**config.mk**
```make
export PLATFORM = sky130hd
export DESIGN_NAME = uart_status_tx
export DESIGN_NICKNAME = d
export VERILOG_FILES = /design/src/rtl/uart_status_tx.sv
export SDC_FILE = /design/constraint.sdc
export NUM_CORES = 1
export LEC_CHECK = 0
export ABC_AREA = 1
export CAP_MARGIN = 20
export CORE_MARGIN = 2
export CORE_UTILIZATION = 25
export DETAILED_ROUTE_END_ITERATION = 8
export DONT_BUFFER_PORTS = 1
export GPL_ROUTABILITY_DRIVEN = 0
export PLACE_DENSITY = 0.5
export SYNTH_ARGS = -nofsm -noshare
export SYNTH_HDL_FRONTEND = slang
export SYNTH_SLANG_ARGS = --single-unit
```
**constraint.sdc**
```tcl
create_clock -name in_clk -period 1.5 [get_ports in_clk]
set_input_delay 0.3 -clock in_clk [delete_from_list [all_inputs] [get_ports in_clk]]
set_output_delay 0.3 -clock in_clk [all_outputs]
set_load 0.02 [all_outputs]
```
**src/rtl/uart_status_tx.sv**
```systemverilog
// uart_status_tx
//   Status-reply UART transmitter. The control FSM requests a send, and this block
//   transmits one byte: the 6-bit memory state with a 2-bit tag in bits [7:6]. The byte
//   goes out LSB first on tx_line. Every output is registered.
//
//   Optional feature macro: UART_TX_PARITY_EN
//     defined   -> 8E1 framing; an even-parity bit is sent after b7 (11 bit-times)
//     undefined -> 8N1 framing (10 bit-times)
//
// Ports
//   in_clk    in   1  system clock, rising edge
//   in_rst    in   1  synchronous active-high reset
//   tx_start  in   1  send request (level); one frame per low->high request
//   tx_data   in   6  memory state, sampled only on the accept cycle
//   tx_busy   out  1  high from the cycle after accept until the end of the stop bit
//   tx_done   out  1  one-cycle pulse when a frame completes
//   tx_line   out  1  serial line, idle high
`timescale 1ns/1ps

module uart_status_tx #(
    parameter int unsigned CLK_HZ = 50_000_000,
    parameter int unsigned BAUD   = 115_200,
    parameter logic [1:0]  TAG    = 2'b00
) (
    input  logic       in_clk,
    input  logic       in_rst,
    input  logic       tx_start,
    input  logic [5:0] tx_data,
    output logic       tx_busy,
    output logic       tx_done,
    output logic       tx_line
);

    localparam int unsigned CLKS_PER_BIT = CLK_HZ / BAUD;
    localparam int unsigned CNT_W        = $clog2(CLKS_PER_BIT);
    localparam logic [CNT_W-1:0] CNT_MAX = CNT_W'(CLKS_PER_BIT - 1);

    localparam logic [2:0] ST_IDLE   = 3'd0;
    localparam logic [2:0] ST_START  = 3'd1;
    localparam logic [2:0] ST_DATA   = 3'd2;
    localparam logic [2:0] ST_STOP   = 3'd3;
`ifdef UART_TX_PARITY_EN
    localparam logic [2:0] ST_PARITY = 3'd4;
`endif

    logic [2:0]       state_q, state_d;
    logic [CNT_W-1:0] baud_q, baud_d;
    logic [2:0]       idx_q, idx_d;
    logic [7:0]       shift_q, shift_d;
    logic             armed_q, armed_d;
    logic             line_q, line_d;
    logic             busy_q, busy_d;
    logic             done_q, done_d;
`ifdef UART_TX_PARITY_EN
    logic             parity_q, parity_d;
`endif
    logic             baud_tick;

    assign baud_tick = (baud_q == CNT_MAX);

    always_comb begin
        state_d = state_q;
        idx_d   = idx_q;
        shift_d = shift_q;
        armed_d = armed_q;
        line_d  = line_q;
        busy_d  = busy_q;
        done_d  = 1'b0;
`ifdef UART_TX_PARITY_EN
        parity_d = parity_q;
`endif
        // Free-running within a frame; held at zero while idle so accept starts a full bit.
        baud_d = (state_q == ST_IDLE || baud_tick) ? '0 : baud_q + 1'b1;

        case (state_q)
            ST_IDLE: begin
                if (tx_start && armed_q) begin
                    shift_d = {TAG, tx_data};
                    armed_d = 1'b0;
                    state_d = ST_START;
                    busy_d  = 1'b1;
                    line_d  = 1'b0;
`ifdef UART_TX_PARITY_EN
                    parity_d = ^{TAG, tx_data};
`endif
                end else if (!tx_start) begin
                    // Re-arm only after the requester has dropped its level.
                    armed_d = 1'b1;
                end
            end
            ST_START: begin
                if (baud_tick) begin
                    state_d = ST_DATA;
                    idx_d   = 3'd0;
                    line_d  = shift_q[0];
                end
            end
            ST_DATA: begin
                if (baud_tick) begin
                    shift_d = {1'b0, shift_q[7:1]};
                    if (idx_q == 3'd7) begin
`ifdef UART_TX_PARITY_EN
                        state_d = ST_PARITY;
                        line_d  = parity_q;
`else
                        state_d = ST_STOP;
                        line_d  = 1'b1;
`endif
                    end else begin
                        idx_d  = idx_q + 3'd1;
                        line_d = shift_q[1];
                    end
                end
            end
`ifdef UART_TX_PARITY_EN
            ST_PARITY: begin
                if (baud_tick) begin
                    state_d = ST_STOP;
                    line_d  = 1'b1;
                end
            end
`endif
            ST_STOP: begin
                if (baud_tick) begin
                    state_d = ST_IDLE;
                    busy_d  = 1'b0;
                    done_d  = 1'b1;
                    line_d  = 1'b1;
                end
            end
            default: begin
                state_d = ST_IDLE;
                busy_d  = 1'b0;
                line_d  = 1'b1;
            end
        endcase
    end

    always_ff @(posedge in_clk) begin
        if (in_rst) begin
            state_q <= ST_IDLE;
            baud_q  <= '0;
            idx_q   <= 3'd0;
            shift_q <= 8'd0;
            armed_q <= 1'b1;
            line_q  <= 1'b1;
            busy_q  <= 1'b0;
            done_q  <= 1'b0;
`ifdef UART_TX_PARITY_EN
            parity_q <= 1'b0;
`endif
        end else begin
            state_q <= state_d;
            baud_q  <= baud_d;
            idx_q   <= idx_d;
            shift_q <= shift_d;
            armed_q <= armed_d;
            line_q  <= line_d;
            busy_q  <= busy_d;
            done_q  <= done_d;
`ifdef UART_TX_PARITY_EN
            parity_q <= parity_d;
`endif
        end
    end

    assign tx_line = line_q;
    assign tx_busy = busy_q;
    assign tx_done = done_q;

endmodule
```
==> flow_metrics.tcl, run 1 <==
set metrics [dict create \
    finalCritPeriodShare_pct 91.2 \
    grt_setup_unrepaired "false" \
    post_detailed_route_count_of_antenna_violating_nets 0 \
    timing.critical_path.slowest_stage_cell "sky130_fd_sc_hd__dfxtp_1" \
    setup_viol 0 \
    path_max_fanout 7 \
    antenna_found_initial 0 \
    final.setup.tns_ps 0 \
    floorplan.die.height_um 75.1 \
    syn2layout_area_growth_pct 14.5 \
    track_usage_pct 9.69 \
    finalHoldViolCount 0 \
    synth_seq_area_share_pct 38.0 \
    reg2reg_setup_slack_ps 130 \
    cp.required_ps 1660 \
    ys_seq_elements 24 \
    detail_route.drc_violations 0 \
    worstSetupStartpointType "register" \
    power_density_over_cell_area_nw_per_um2 1750 \
    max_clock_freq_ghz 0.731 \
    clock_tree.htree_level_count 1 \
    syn_avg_cell_area_um2 7.53 \
    pleak_nw 0.631 \
    detailed_route_via_count 1011 \
    cts_root_buffer "sky130_fd_sc_hd__clkbuf_8" \
    post_drt_wl_per_cell_um 9.79 \
    ctsLongestPathBuffers 2 \
    endpoint_kind "register" \
    routed_wl_um 2390 \
    clk_transition_reported_paths_ps 80 \
    cts_buffers 3 \
    timing.hold.worst.class "primary input to register" \
    finalNetCount 197 \
    netlist_instances 168 \
    netlist-cell-type-count 28 \
    die_w_um 75.1 \
    clock_insertion_delay_worst_skew_ps 260 \
    drv.max_cap_violation_count 0 \
    ir_worst_vdd_v 0.000617 \
    n_antenna_cell 0 \
    io_pins 12 \
    synth_flop_cell "sky130_fd_sc_hd__dfxtp_1" \
    firstDrtPassIters 4 \
    initialDrtViolationCount 35 \
    outcome "complete, no violations" \
    async_flop_share_pct 0 \
    report.final.slew_viol_count 0 \
    grt_pass1_wl_um 4180 \
    setup_skew_ps 4.85 \
    max-slew-margin-rel_pct 81.9 \
    grt_pass1_vias 920 \
    num_rows 25 \
    synthesis.nets 186 \
    hold_buffers 0 \
    clock_sinks 24 \
    synth_edf_count 0 \
    coreArea_um2 4790 \
    globalRouteOverflowTotal 0 \
    timing_worst_setup_path_type "register to register" \
    avgViaCountPerCell 4.14 \
    crit_arrival_ps 1520 \
    place_hpwl_um 1800 \
    crit_path_max_incr_delay_ps 340 \
    fill_cells 532 \
    die_area_um2 5640 \
    cts_tree "done" \
    io_buffer_count 0 \
    dp_worst_setup_slack_ps 27.8 \
    total_standard_cell_area_after_synthesis_um2 1260 \
    grt_start_max_net_pins 13 \
    yosys_warnings 0 \
    layout-drive-gt1-share_pct 18.1 \
    fin_ws_ps 132 \
    initial_utilization_pct 26.4 \
    worst_pin_slew_ps 271 \
    period_needed_ps 1370 \
    cp_cell_sequence "inv_1 > ha_2 > nand2_1 > o21ai_2 > inv_2 > nor2_4 > buf_4 > o211a_1" \
]
-- synthesized netlist by cell type, types with 4 or more instances --
library cell              count  area [um^2]
sky130_fd_sc_hd__a21oi_1     11         55.1
sky130_fd_sc_hd__dfxtp_1     24          480
sky130_fd_sc_hd__ha_1         9          113
sky130_fd_sc_hd__inv_1       18         67.6
sky130_fd_sc_hd__nand2_1     43          161
sky130_fd_sc_hd__nand3_1     15         75.1
sky130_fd_sc_hd__nand4_1      4         25.0
sky130_fd_sc_hd__nor2_1      11         41.3
sky130_fd_sc_hd__o21ai_0      4         20.0
-- through the flow --
step / cell area, um^2 / utilization [%] / hold slack [ps] / std cells / power [W]
6_report: 1450 / 30.3 / 99.4 / 244 / 0.00253
2_1_floorplan: 1260 / - / 432 / 168 / 0.00185
3_5_place_dp: 1380 / 28.9 / 374 / 239 / 0.00214
3_3_place_gp: 1380 / 28.9 / 372 / 239 / 0.00216
5_1_grt: 1450 / 30.3 / 80.6 / 244 / 0.00277
4_1_cts: 1420 / 29.7 / 88.5 / 242 / 0.00254
-- layer usage --
metal,global-route usage (%),vias up,part of all wire (%)
met4,2.34,0,0.80
met3,3.35,2,3.3
li1,-,561,-
met2,13.6,16,40
met5,0,-,0
met1,14.1,432,56
-- placed cells by master, fill, tap and decap left out, types with 3 or more instances in the layout --
cell type / n
sky130_fd_sc_hd__a21oi_1: 11
sky130_fd_sc_hd__buf_4: 8
sky130_fd_sc_hd__clkbuf_8: 3
sky130_fd_sc_hd__dfxtp_1: 21
sky130_fd_sc_hd__dfxtp_2: 3
sky130_fd_sc_hd__ha_1: 8
sky130_fd_sc_hd__inv_1: 18
sky130_fd_sc_hd__inv_2: 3
sky130_fd_sc_hd__nand2_1: 43
sky130_fd_sc_hd__nand2_4: 3
sky130_fd_sc_hd__nand3_1: 15
sky130_fd_sc_hd__nand4_1: 4
sky130_fd_sc_hd__nor2_1: 11
sky130_fd_sc_hd__o21ai_0: 4
sky130_fd_sc_hd__xor2_1: 3
-- critical path: cells and delay by family, from the launching register on --
| kind | cells | cell delay [ps] |
|---|---|---|
| adders and majority gates | 1 | 240 |
| buffers and inverters | 3 | 270 |
| DFF | 1 | 340 |
| AOI/OAI and AO/OA | 2 | 250 |
| and+or+nand+nor | 2 | 160 |
-- sequential cells by signal, summed over array words and instances, names as in the netlist --
name / flops
baud_q: 9
shift_q: 6
idx_q: 3
state_q: 2
armed_q: 1
tx_busy: 1
tx_done: 1
tx_line: 1
-- area by class of cell --
class                           instances  area [um^2]  share of cell area [%]
Clock buffer                            3         41.3                    2.85
Sequential cell                        24          484                    33.4
Timing Repair Buffer                    8         60.1                    4.15
Inverter                               22         82.6                    5.70
Tap cell                               67         83.8                    5.79
Multi-Input combinational cell        120          697                    48.1
-- final timing paths --
path	start	endpoint	cells after the start
worst max-delay path	state_q[0]	idx_q[0]	8
worst max register to register	state_q[0]	idx_q[0]	8
worst min-delay path	in_rst	shift_q[5]	1
worst min register to register	baud_q[0]	baud_q[0]	1
-- kinds of logic after synthesis --
logic type | synth area share [%]
AOI/OAI and AO/OA | 10.3
buffers and inverters | 7.52
adders and majority gates | 8.90
and+or+nand+nor | 33.2
xor gates and xnor gates | 2.08
DFF | 38.0
-- what timing repair did --
action / in CTS / in global routing
endpoints found under the setup margin: 0 / 12
buffers inserted: 0 / 2
resized for setup: 0 / 6
-- power by group --
part / total [W] / internal [W] / switching, W / leakage (nW)
Sequential: 0.000900 / 0.000779 / 0.000121 / 0.197
Clock: 0.000370 / 0.000179 / 0.000191 / 0.0216
Combinational: 0.00126 / 0.000491 / 0.000769 / 0.412
Total: 0.00253 / 0.00145 / 0.00108 / 0.631
(Power assumes the default switching activity.)
==> run 2, diff against run 1 <==
- PLACE_DENSITY: 0.5 -> unset
- PLACE_DENSITY_LB_ADDON: unset -> 0.12
- TNS_END_PERCENT: unset -> 50
==> run 2 against run 1 <==
  * Combinational power about the same
  * Critical path type unchanged
  * Clock skew decreased by 2.0 ps
  * Critical endpoint is now idx_q[1]
  * Clock-buffer cell count increased by 1
  * Highest routed layer unchanged
==> flow_metrics.tcl, run 2 (synthesized netlist as in run 1, its figures left out) <==
set metrics [dict create \
    clockPowerShare_pct 16.8 \
    timing_worst_setup_path_type "register to register" \
    setup_skew_ps 2.89 \
    cp.required_ps 1670 \
    initial_utilization_pct 26.4 \
    crit_path_max_incr_delay_ps 330 \
    detailed_route_via_count 1051 \
    worstSetupStartpointType "register" \
    setup_viol 0 \
    die_area_um2 5640 \
    post_detailed_route_count_of_antenna_violating_nets 0 \
    largest_register_ffs 9 \
    reg2reg_setup_slack_ps 130 \
    ir_worst_vdd_v 0.000576 \
    crit_arrival_ps 1540 \
    clock_insertion_delay_worst_skew_ps 270 \
    post_drt_wl_per_cell_um 10.3 \
    outcome "complete, no violations" \
    place_hpwl_um 1960 \
    final_cell_mix "43 x sky130_fd_sc_hd__nand2_1, 20 x sky130_fd_sc_hd__dfxtp_1, 16 x sky130_fd_sc_hd__inv_1, 15 x sky130_fd_sc_hd__nand3_1, 11 x sky130_fd_sc_hd__nor2_1" \
    io_pins 12 \
    cts_tree "done" \
    floorplan.die.height_um 75.1 \
    routed_wl_um 2500 \
    io_buffer_count 0 \
    r2r_start "idx_q[0]" \
    grt_setup_unrepaired "false" \
    track_usage_pct 10.6 \
    layout_commonest_cell "sky130_fd_sc_hd__nand2_1" \
    cp_cell_sequence "ha_1 > ha_1 > inv_1 > nand2_1 > o21ai_1 > inv_2 > nor2_4 > inv_1 > nand2_1 > a21oi_2" \
    p_int_w 0.00151 \
    syn2layout_area_growth_pct 14.7 \
    power.sequential.fraction_pct 34.7 \
    final_area_um2 1450 \
    power_density_over_cell_area_nw_per_um2 1810 \
    antenna_found_initial 0 \
    endpoint_kind "register" \
    ctsLongestPathBuffers 2 \
    clock_tree.htree_level_count 1 \
    path_max_fanout 5 \
    finalNetCount 195 \
    pleak_nw 0.625 \
    cts_root_buffer "sky130_fd_sc_hd__clkbuf_8" \
    firstDrtPassIters 4 \
    die_w_um 75.1 \
    drv.max_cap_violation_count 0 \
    hold_start "in_rst" \
    hold_buffers 0 \
    grt_pass1_wl_um 4590 \
    dpl_cell_area_um2 1370 \
    worstReg2RegEnd "idx_q[1]" \
    fill_cells 535 \
    avgViaCountPerCell 4.33 \
    worst_hold_path.endpoint "idx_q[1]" \
    pwr-share-comb_pct 48.6 \
    clock_sinks 24 \
    initialDrtViolationCount 21 \
    max-slew-margin-rel_pct 82.8 \
    finalHoldViolCount 0 \
    layout-drive-gt1-share_pct 19.9 \
    ff_to_ff_path_depth 10 \
    max_clock_freq_ghz 0.729 \
    period_needed_ps 1370 \
    final.setup.tns_ps 0 \
    cts_buffers 3 \
    detail_route.drc_violations 0 \
    coreArea_um2 4790 \
    grt_pass1_vias 1099 \
    n_antenna_cell 0 \
    largest_register "baud_q" \
    report.final.slew_viol_count 0 \
    timing.critical_path.slowest_stage_cell "sky130_fd_sc_hd__dfxtp_2" \
    globalRouteOverflowTotal 0 \
    clk_transition_reported_paths_ps 80 \
    switching_power_w 0.00111 \
    num_rows 25 \
    finalCritPeriodShare_pct 91.5 \
    hold_depth 1 \
    grt_start_max_net_pins 14 \
    power.switching_fraction_pct 42.2 \
    reg_top3 "baud_q (9), shift_q (6), idx_q (3)" \
    worst_pin_slew_ps 258 \
    timing.hold.worst.class "primary input to register" \
]
[run 2: final cells by class]
class | count | area, um^2 | share of cell area (%)
multi-input combinational | 120 | 699 | 48.2
sequential | 24 | 485 | 33.4
tap | 67 | 83.8 | 5.78
inverter | 22 | 82.6 | 5.69
clock buffer | 4 | 55.1 | 3.79
timing repair buffer | 6 | 45.0 | 3.10
[run 2: worst max-delay path: cells and delay by family, from the launching register on]
family	cells	cell delay, ps
flops	1	330
compound gates	2	140
simple gates	3	230
fa+ha+maj	2	380
buf+inv	3	170
[run 2: through the flow]
stage,util [%],worst slack [ps],std cells,total power (W),hold slack (ps)
2_1_floorplan,-,97.6,168,0.00185,432
3_3_place_gp,28.7,24.8,238,0.00213,372
3_5_place_dp,28.7,2.07,238,0.00215,373
4_1_cts,29.9,35.7,242,0.00261,77.1
5_1_grt,30.3,7.81,243,0.00289,67.8
6_report,30.3,127,243,0.00262,83.8
[run 2: power groups by stage]
stage | Clock (W) | Sequential [W] | Combinational [W]
after CTS | 0.000464 | 0.000904 | 0.00124
after floorplan | 0 | 0.000890 | 0.000957
after global placement | 0 | 0.000914 | 0.00122
final | 0.000440 | 0.000908 | 0.00127
after detailed placement | 0 | 0.000917 | 0.00123
after global routing | 0.000485 | 0.000931 | 0.00147
[run 2: what timing repair did]
item / CTS / global route
pin swaps: 0 / 1
gates resized for setup: 1 / 9
cloned: 0 / 0
endpoints found under the setup margin: 3 / 14
setup buffers: 0 / 1
[run 2: how the worst max path moves through the flow]
stage                           from          to  slack (ps)  depth (start not counted)
after floorplan           state_q[0]  shift_q[0]         100                          8
after global placement    state_q[0]  shift_q[5]          20                          7
after detailed placement  state_q[0]  shift_q[3]           2                          7
after CTS                 state_q[0]  state_q[1]          40                         10
after global routing      state_q[0]  state_q[0]           8                         10
final                       idx_q[0]    idx_q[1]         130                         10
[run 2: per-layer routing]
metal	part of all wire [%]	up-vias	track usage (%)
met2	46	13	17.8
met3	5.4	2	3.88
met5	0	-	0
met1	47	478	12.4
met4	1.0	0	3.51
li1	-	558	-
==> run 3, diff against run 2 <==
- ABC_CLOCK_PERIOD_IN_PS: unset -> 1500
==> results of run 3 <==
No change in the layout: final DEF, timing and power equal those of run 2.
